File: config.mk
export PLATFORM = sky130hd
export DESIGN_NAME = dct_zigzag_out
export DESIGN_NICKNAME = d
export VERILOG_FILES = /design/src/rtl/dct_zigzag_out.sv
export SDC_FILE = /design/constraint.sdc
export NUM_CORES = 2
export LEC_CHECK = 0
export ABC_AREA = 1
export CAP_MARGIN = 20
export CORE_AREA = 10 10 609 611
export CTS_BUF_LIST = sky130_fd_sc_hd__clkbuf_16
export DETAILED_ROUTE_END_ITERATION = 12
export DIE_AREA = 0 0 619 621
export PLACE_DENSITY = 0.6
export REMOVE_ABC_BUFFERS = 1
export SYNTH_ARGS = -nofsm -noshare
export SYNTH_HDL_FRONTEND = slang
export SYNTH_SLANG_ARGS = --single-unit
File: constraint.sdc
create_clock -name clk -period 105.2 [get_ports clk]
set_clock_uncertainty 0.1 [all_clocks]
set_input_delay 10.52 -clock clk [delete_from_list [all_inputs] [get_ports clk]]
set_output_delay 10.52 -clock clk [all_outputs]
set_load 0.01 [all_outputs]
File: src/rtl/dct_zigzag_out.sv
// dct_zigzag_out: double-buffered serializer for 8x8 DCT coefficient blocks.
// A block is captured in parallel on the cycle clk_cnt hits CNT_CLK. It is
// then streamed one coefficient per beat in JPEG zigzag order over
// valid/ready. Two banks let a new block land while the previous one is
// still draining under back-pressure.
module dct_zigzag_out #(
  parameter int CNT_CLK = 0,
  parameter int DATA_W  = 24
) (
  input  logic              clk,
  input  logic              rst,
  input  logic [3:0]        clk_cnt,
  input  logic [DATA_W-1:0] i0,  i1,  i2,  i3,  i4,  i5,  i6,  i7,
  input  logic [DATA_W-1:0] i8,  i9,  i10, i11, i12, i13, i14, i15,
  input  logic [DATA_W-1:0] i16, i17, i18, i19, i20, i21, i22, i23,
  input  logic [DATA_W-1:0] i24, i25, i26, i27, i28, i29, i30, i31,
  input  logic [DATA_W-1:0] i32, i33, i34, i35, i36, i37, i38, i39,
  input  logic [DATA_W-1:0] i40, i41, i42, i43, i44, i45, i46, i47,
  input  logic [DATA_W-1:0] i48, i49, i50, i51, i52, i53, i54, i55,
  input  logic [DATA_W-1:0] i56, i57, i58, i59, i60, i61, i62, i63,
  output logic [DATA_W-1:0] out_data,
  output logic [5:0]        out_idx,
  output logic              out_valid,
  input  logic              out_ready,
  output logic              out_last,
  output logic              overrun
);

  localparam logic [3:0] CAP_CNT = 4'(CNT_CLK);

  // Zigzag position -> raster index (row*8 + column).
  localparam logic [5:0] ZZ [64] = '{
    6'd0,  6'd1,  6'd8,  6'd16, 6'd9,  6'd2,  6'd3,  6'd10,
    6'd17, 6'd24, 6'd32, 6'd25, 6'd18, 6'd11, 6'd4,  6'd5,
    6'd12, 6'd19, 6'd26, 6'd33, 6'd40, 6'd48, 6'd41, 6'd34,
    6'd27, 6'd20, 6'd13, 6'd6,  6'd7,  6'd14, 6'd21, 6'd28,
    6'd35, 6'd42, 6'd49, 6'd56, 6'd57, 6'd50, 6'd43, 6'd36,
    6'd29, 6'd22, 6'd15, 6'd23, 6'd30, 6'd37, 6'd44, 6'd51,
    6'd58, 6'd59, 6'd52, 6'd45, 6'd38, 6'd31, 6'd39, 6'd46,
    6'd53, 6'd60, 6'd61, 6'd54, 6'd47, 6'd55, 6'd62, 6'd63
  };

  typedef enum logic {IDLE, STREAM} state_t;

  logic [DATA_W-1:0] in_blk [64];
  logic [DATA_W-1:0] bank_q [2][64];

  state_t     state_q, state_d;
  logic [1:0] full_q, full_d;
  logic       wr_sel_q, wr_sel_d;
  logic       rd_sel_q, rd_sel_d;
  logic [5:0] rd_pos_q, rd_pos_d;
  logic       overrun_q, overrun_d;

  logic cap, hs, last_hs, wr_free, cap_acc;

  assign in_blk = '{
    i0,  i1,  i2,  i3,  i4,  i5,  i6,  i7,  i8,  i9,  i10, i11, i12, i13, i14, i15,
    i16, i17, i18, i19, i20, i21, i22, i23, i24, i25, i26, i27, i28, i29, i30, i31,
    i32, i33, i34, i35, i36, i37, i38, i39, i40, i41, i42, i43, i44, i45, i46, i47,
    i48, i49, i50, i51, i52, i53, i54, i55, i56, i57, i58, i59, i60, i61, i62, i63
  };

  // Capture and handshake strobes; a bank whose last beat retires this edge
  // already counts as free for an incoming block.
  always_comb begin
    cap     = (clk_cnt == CAP_CNT);
    hs      = (state_q == STREAM) && out_ready;
    last_hs = hs && (rd_pos_q == 6'd63);
    wr_free = !full_q[wr_sel_q] || (last_hs && (rd_sel_q == wr_sel_q));
    cap_acc = cap && wr_free;
  end

  // Next-state: bank bookkeeping, read pointer and read FSM.
  always_comb begin
    state_d   = state_q;
    full_d    = full_q;
    wr_sel_d  = wr_sel_q;
    rd_sel_d  = rd_sel_q;
    rd_pos_d  = rd_pos_q;
    overrun_d = overrun_q;

    if (hs) rd_pos_d = rd_pos_q + 6'd1;
    if (last_hs) begin
      full_d[rd_sel_q] = 1'b0;
      rd_sel_d         = ~rd_sel_q;
    end
    // Set after the clear so a same-edge refill of the freed bank wins.
    if (cap_acc) begin
      full_d[wr_sel_q] = 1'b1;
      wr_sel_d         = ~wr_sel_q;
    end else if (cap) begin
      overrun_d = 1'b1;
    end

    if (state_q == IDLE) begin
      if (full_q[rd_sel_q]) state_d = STREAM;
    end else begin
      // Stay streaming straight into the other bank so there is no bubble.
      if (last_hs && !full_q[~rd_sel_q]) state_d = IDLE;
    end
  end

  // Control state; async reset discards both banks by clearing full flags.
  always_ff @(posedge clk or posedge rst) begin
    if (rst) begin
      state_q   <= IDLE;
      full_q    <= 2'b00;
      wr_sel_q  <= 1'b0;
      rd_sel_q  <= 1'b0;
      rd_pos_q  <= 6'd0;
      overrun_q <= 1'b0;
    end else begin
      state_q   <= state_d;
      full_q    <= full_d;
      wr_sel_q  <= wr_sel_d;
      rd_sel_q  <= rd_sel_d;
      rd_pos_q  <= rd_pos_d;
      overrun_q <= overrun_d;
    end
  end

  // Coefficient storage; contents are only meaningful while the bank is full.
  always_ff @(posedge clk) begin
    if (cap_acc) begin
      for (int k = 0; k < 64; k++) bank_q[wr_sel_q][k] <= in_blk[k];
    end
  end

  assign out_valid = (state_q == STREAM);
  assign out_idx   = rd_pos_q;
  assign out_last  = out_valid && (rd_pos_q == 6'd63);
  assign out_data  = out_valid ? bank_q[rd_sel_q][ZZ[rd_pos_q]] : '0;
  assign overrun   = overrun_q;

endmodule

-- Word-level counts from Yosys, hierarchy flattened
Memories as Yosys holds them, arrays and structs flattened.
Cells that the tools add are included.
- bits in registers: 12
- bits in writable memories: 3072
- bits in read-only memories: 384
- input bits: 1543
- output and inout port bits: 33
- word-level logic and storage cells: 62
- memories: 2
- add/subtract/negate cells: 1
- magnitude comparators: 7
- eq/ne operators: 2
- muxes and demuxes: 23
- bitwise gates (word level): 8
- reductions and logical operators: 13
- memory list (memory ; words ; bits a word ; rd ports ; clocked after memory_dff ; wr ports ; line ; text):
    bank_q ; 2 ; 1536 ; 1 ; 0 ; 1 ; 46 ; logic [DATA_W-1:0] bank_q [2][64];
    (name not given) ; 64 ; 6 ; 1 ; 0 ; 0 ; 133 ; assign out_data = out_valid ? bank_q[rd_sel_q][ZZ[rd_pos_q]] : '0;
- operators by type and width (operator ; count):
    24-bit binary-select mux with 6-bit select ; 1
    24-bit 2-to-1 mux ; 3
    7-bit greater-or-equal comparator (second input constant) ; 2
    6-bit inverter with 7-bit output ; 2
    1-bit 2-to-1 mux ; 13
    6-bit 2-to-1 mux ; 2
    1-bit logical AND ; 8
    6-bit by 1-bit adder with 6-bit output (second input constant) ; 1
    6-bit == test (second input constant) ; 1
    1-bit by 2-bit < comparator with 1-bit output (second input constant) ; 3
    4-bit logical NOT ; 1
    2-bit 2-to-1 mux ; 2
    1-bit inverter ; 3
    2-bit AND ; 1
    1-bit demux with 1-bit select ; 2
    1-bit greater-or-equal comparator (second input constant) ; 2
    1-bit logical NOT ; 2
    2-bit inverter ; 1
    2-bit OR ; 1
    2-bit AND reduction ; 1
    1-bit == test ; 1
    1-bit logical OR ; 1

-- Longest topological paths before layout
- depth after elaboration: 9
- mapped depth: 21
- mapped depth without buffers: 18

-- Least setup slack after synthesis
No wires, ideal clock.
- path kind: in2reg
- from: in out_ready
- to: mem bank_q[0][0] in the netlist's numbering, enable pin
- library setup time: 3499 ps
- arrival: 74666 ps
- required time: 101601 ps
- path slack: 26935 ps
- stages: 6
- buffers on the path: 0
- cell sequence: nand2_1 > inv_1 > a21oi_1 > inv_1 > nand2_1 > nor2_1
- word-level cells in the longest chain between the ends: 7
- ends and longest elaborated chain (element ; line ; text):
    from (decl) ; 24 ; input logic out_ready,
    1-bit logical AND ; 68 ; hs = (state_q == STREAM) && out_ready;
    1-bit logical AND ; 69 ; last_hs = hs && (rd_pos_q == 6'd63);
    1-bit logical AND ; 70 ; wr_free = !full_q[wr_sel_q] || (last_hs && (rd_sel_q == wr_sel_q));
    1-bit logical OR ; 70 ;
    1-bit logical AND ; 71 ; cap_acc = cap && wr_free;
    1-bit 2-to-1 mux ; 125 ; if (cap_acc) begin
    1-bit 2-to-1 mux (implied by the code) ; 126 ; for (int k = 0; k < 64; k++) bank_q[wr_sel_q][k] <= in_blk[k];
    to (decl) ; 46 ;
Every way passes these cells.

-- Final worst setup path
- from: reg rd_pos_q[1] (netlist: out_idx[1])
- to: out out_data[0]
- word-level cells in the longest chain between the ends: 9
- ends and longest elaborated chain (element ; line ; text):
    from (decl) ; 52 ; logic [5:0] rd_pos_q, rd_pos_d;
    from (signal assigned) ; 118 ; rd_pos_q <= rd_pos_d;
    6-bit inverter with 7-bit output (implied by the code) ; 133 ;
    memory 64 x 6 bit ; n/a ;
    6-bit 2-to-1 mux (implied by the code) (2 in series) ; 133 ;
    6-bit inverter with 7-bit output (implied by the code) ; 133 ;
    24-bit binary-select mux with 6-bit select ; 133 ;
    24-bit 2-to-1 mux (implied by the code) (2 in series) ; 133 ;
    24-bit 2-to-1 mux ; 133 ;
    to (decl) ; 21 ; output logic [DATA_W-1:0] out_data,
Every way passes these cells. The select of a mux whose other input is x is not followed.

==> results.json <==
{
  "outcome": "finished, final reports clean",
  "min_period_ns": 18.77,
  "fillers": 32810,
  "clk_pin_slew_worst_paths_ns": 0.06,
  "worst_slew_pin_slew_ns": 1.096,
  "criticalPathCategory": "reg -> out",
  "setup-violations-final": 0,
  "drc": 0,
  "grt_max_degree": 169,
  "synth_seq_area_share_pct": 72.83,
  "grt-ovfl-total": 0,
  "grt_pass1_vias": 84080,
  "grt_pass1_wl_um": 632800,
  "hp-class": "reg -> reg",
  "dr_total_vias": 88780,
  "worstPathArrival_ns": 8.15,
  "ys_types": 37,
  "rows": 220,
  "post_cts_buffers": 0,
  "drt_iter0_markers": 9773,
  "cap_violations": 0,
  "fin_area_sq_mm": 0.1588,
  "io_buffers": 1575,
  "routedWlPerCell_um": 26.57,
  "initial_core_util_pct": 35.49,
  "hold_viol_final": 0,
  "place_area_sq_mm": 0.1475,
  "place_congestion": 0.8345,
  "viasPerCell": 5.122,
  "cts_tree": "yes",
  "power_leakage_uw": 0.05754,
  "cts.sinks": 3084,
  "slew_violations": 0,
  "ctsHoldBuffers": 0,
  "ioPinCount": 1576,
  "fp.dieW_um": 619,
  "max_freq_ghz": 0.05328,
  "die_h_um": 621,
  "synth_area_sq_mm": 0.1271,
  "whs_ns": 0.3917,
  "setup_tns_ns": 0,
  "ys_ff_latch": 3084,
  "track_usage_pct": 22.72,
  "core_area_sq_mm": 0.3581,
  "layout-drive-gt1-share_pct": 5.291,
  "antenna_found_initial": 275,
  "min_period_over_period_pct": 17.84,
  "numCtsBuffers": 337,
  "p_per_area_mw_per_mm2": 30.46,
  "cts-root-buf": "clkbuf_16",
  "critPathLaunchType": "flip-flop",
  "dieArea_sq_mm": 0.3844,
  "antenna_left": 0,
  "finalWorstSetupSlack_ns": 86.43,
  "post_cts_resize_count": 0,
  "required_ns": 94.58,
  "dp_slack_ns": 86.75,
  "cp_max_fo": 135,
  "clock_path_buffers": 4,
  "rsz0062_at_grt": "no",
  "firstDrtPassIters": 6,
  "relSlewSlack_pct": 26.95,
  "wirelength_um": 460600,
  "fin_nets": 13680,
  "ir_drop_mv": 0.04817,
  "crit_path_end_kind": "primary output",
  "ys_warn_count": 0,
  "area_growth_pct": 24.99,
  "syn_avg_cell_area_sq_um": 11.87,
  "insertion_delay_ns": 0.93,
  "syn_inst": 10710,
  "htreeDepth": 5,
  "dpl.hpwl_um": 311400
}
[per-layer routing]
| layer | track usage, % | vias to the layer above | share of wire, % |
|---|---|---|---|
| li1 | - | 40310 | - |
| met5 | 0 | - | 0.071 |
| met2 | 37.65 | 3860 | 49 |
| met4 | 10.46 | 52 | 4.0 |
| met3 | 4.625 | 883 | 7.5 |
| met1 | 28.63 | 43670 | 39 |
[cell type report]
type | count | area [sq um] | area share, %
repair buffers | 1735 | 17250 | 10.86
well taps | 4773 | 5972 | 3.760
clock buffers | 341 | 8533 | 5.372
clock inverters | 273 | 2369 | 1.491
flip-flops and latches | 3084 | 92560 | 58.27
diodes | 161 | 402.9 | 0.2536
multi-input cells | 6936 | 31600 | 19.90
inverters | 30 | 151.4 | 0.09531
[cell families (layout without fill, tap and decap cells)]
logic type                 Yosys count  after routing  share of synthesized area, %
muxes                              473            473                         3.726
AOI/OAI and AO/OA                  439            439                         1.824
DFF                               3084           3084                         72.83
xor gates and xnor gates             5              5                       0.03446
other                                0            161                             0
buffers and inverters              687           2379                         2.392
adders and majority gates           15             15                        0.1477
and+or+nand+nor                   6004           6004                         19.05
[power by group]
part           switching, uW  leakage, uW  total, uW  internal [uW]
clock                    500      0.00560       1170            669
combinational           1700       0.0242       2300            602
sequential              9.39       0.0277       1370           1360
[synth_stat cells]
master,n,area [sq um]
buf_4,38,285.3
edfxtp_1,3072,92250
buf_2,166,830.8
buf_1,68,255.2
o211ai_1,37,277.8
xor2_1,5,43.79
buf_8,1,15.01
o32ai_1,1,8.760
buf_6,13,146.4
nor3_1,10,50.05
dfrtp_1,12,300.3
o21ai_1,19,95.09
a32oi_1,1,8.760
a211oi_1,1,7.510
clkbuf_2,1,5.000
o21ai_2,1,8.760
a21oi_2,1,8.760
o21bai_1,1,7.510
mux2i_1,473,4735
clkinv_1,1,3.750
a22oi_1,2,15.01
nand3_1,1297,6491
ha_1,15,187.7
a21oi_1,13,65.06
clkbuf_1,370,1389
nand2_4,2,22.52
a221oi_1,1,8.760
o21ai_0,361,1807
nor3b_1,1,7.510
inv_2,8,30.03
nor2_1,2876,10800
inv_1,21,78.83
or2_2,1,6.260
nand2_2,2,12.51
nor2_2,2,12.51
nor4_1,2,12.51
nand2_1,1811,6798
[placed cells by master (no fill, tap or decap), drive strengths merged, types with 2 or more instances in the layout]
| cell | Yosys | routed |
|---|---|---|
| nor2 | 2878 | 2878 |
| xor2 | 5 | 5 |
| clkdlybuf4s50 | 0 | 1575 |
| diode | 0 | 161 |
| a21oi | 14 | 14 |
| dfrtp | 12 | 12 |
| clkinv | 1 | 143 |
| clkbuf | 371 | 341 |
| nor3 | 10 | 10 |
| mux2i | 473 | 473 |
| nand3 | 1297 | 1297 |
| ha | 15 | 15 |
| nor4 | 2 | 2 |
| clkinvlp | 0 | 11 |
| o21ai | 381 | 381 |
| a22oi | 2 | 2 |
| o211ai | 37 | 37 |
| bufinv | 0 | 31 |
| buf | 286 | 160 |
| inv | 29 | 118 |
| edfxtp | 3072 | 3072 |
| nand2 | 1815 | 1815 |
[path summary, 6_finish.rpt]
path / slack [ns] / depth (start not counted) / end / start
setup / recovery: 86.43 / 22 / out_data[0] / out_idx[1]$_DFFE_PP0P_
hold / removal: 0.39 / 1 / full_q[0]$_DFF_PP0_ / wr_sel_q$_DFFE_PP0N_
setup reg to reg: 95.86 / 16 / bank_q[0][938]$_DFFE_PP_ / out_valid$_DFF_PP0_
hold reg to reg: 0.39 / 1 / full_q[0]$_DFF_PP0_ / wr_sel_q$_DFFE_PP0N_
max in group asynchronous: 94.17 / 2 / out_valid$_DFF_PP0_ / rst
min in group asynchronous: 10.05 / 2 / out_idx[1]$_DFFE_PP0P_ / rst
[worst max-delay path, cell delays in order (launching register included)]
cell and delay (ns):
dfrtp_1 0.52, inv_1 0.26, ha_1 0.36, inv_1 0.09, nand2_1 0.12, nand3_1 0.10, nand2_1 0.07, nand2_1 0.15
nand2_8 0.29, nand2_8 0.40, buf_12 0.42, buf_4 0.66, buf_12 0.40, buf_4 0.71, nand2_1 0.11, nand3_1 0.11
nand3_1 0.09, nand3_1 0.16, nand3_1 0.33, nand3_1 0.52, nand2_1 0.15, nor2_1 0.18, clkdlybuf4s50_1 0.60
[stage by stage]
step	cells	utilization (%)	power [uW]
finish	17330	44.35	4838
global route	17310	44.33	5097
CTS	17170	44.24	4877
detailed placement	16560	41.20	3711
global placement	16560	41.20	3706
floorplan	10050	-	3232
[state kept, by name, summed over array words and instances, names as in the netlist]
signal	cells
full_q	2
rd_sel_q	1
overrun	1
out_idx	6
bank_q	3072
wr_sel_q	1
out_valid	1
(Power assumes the default switching activity.)
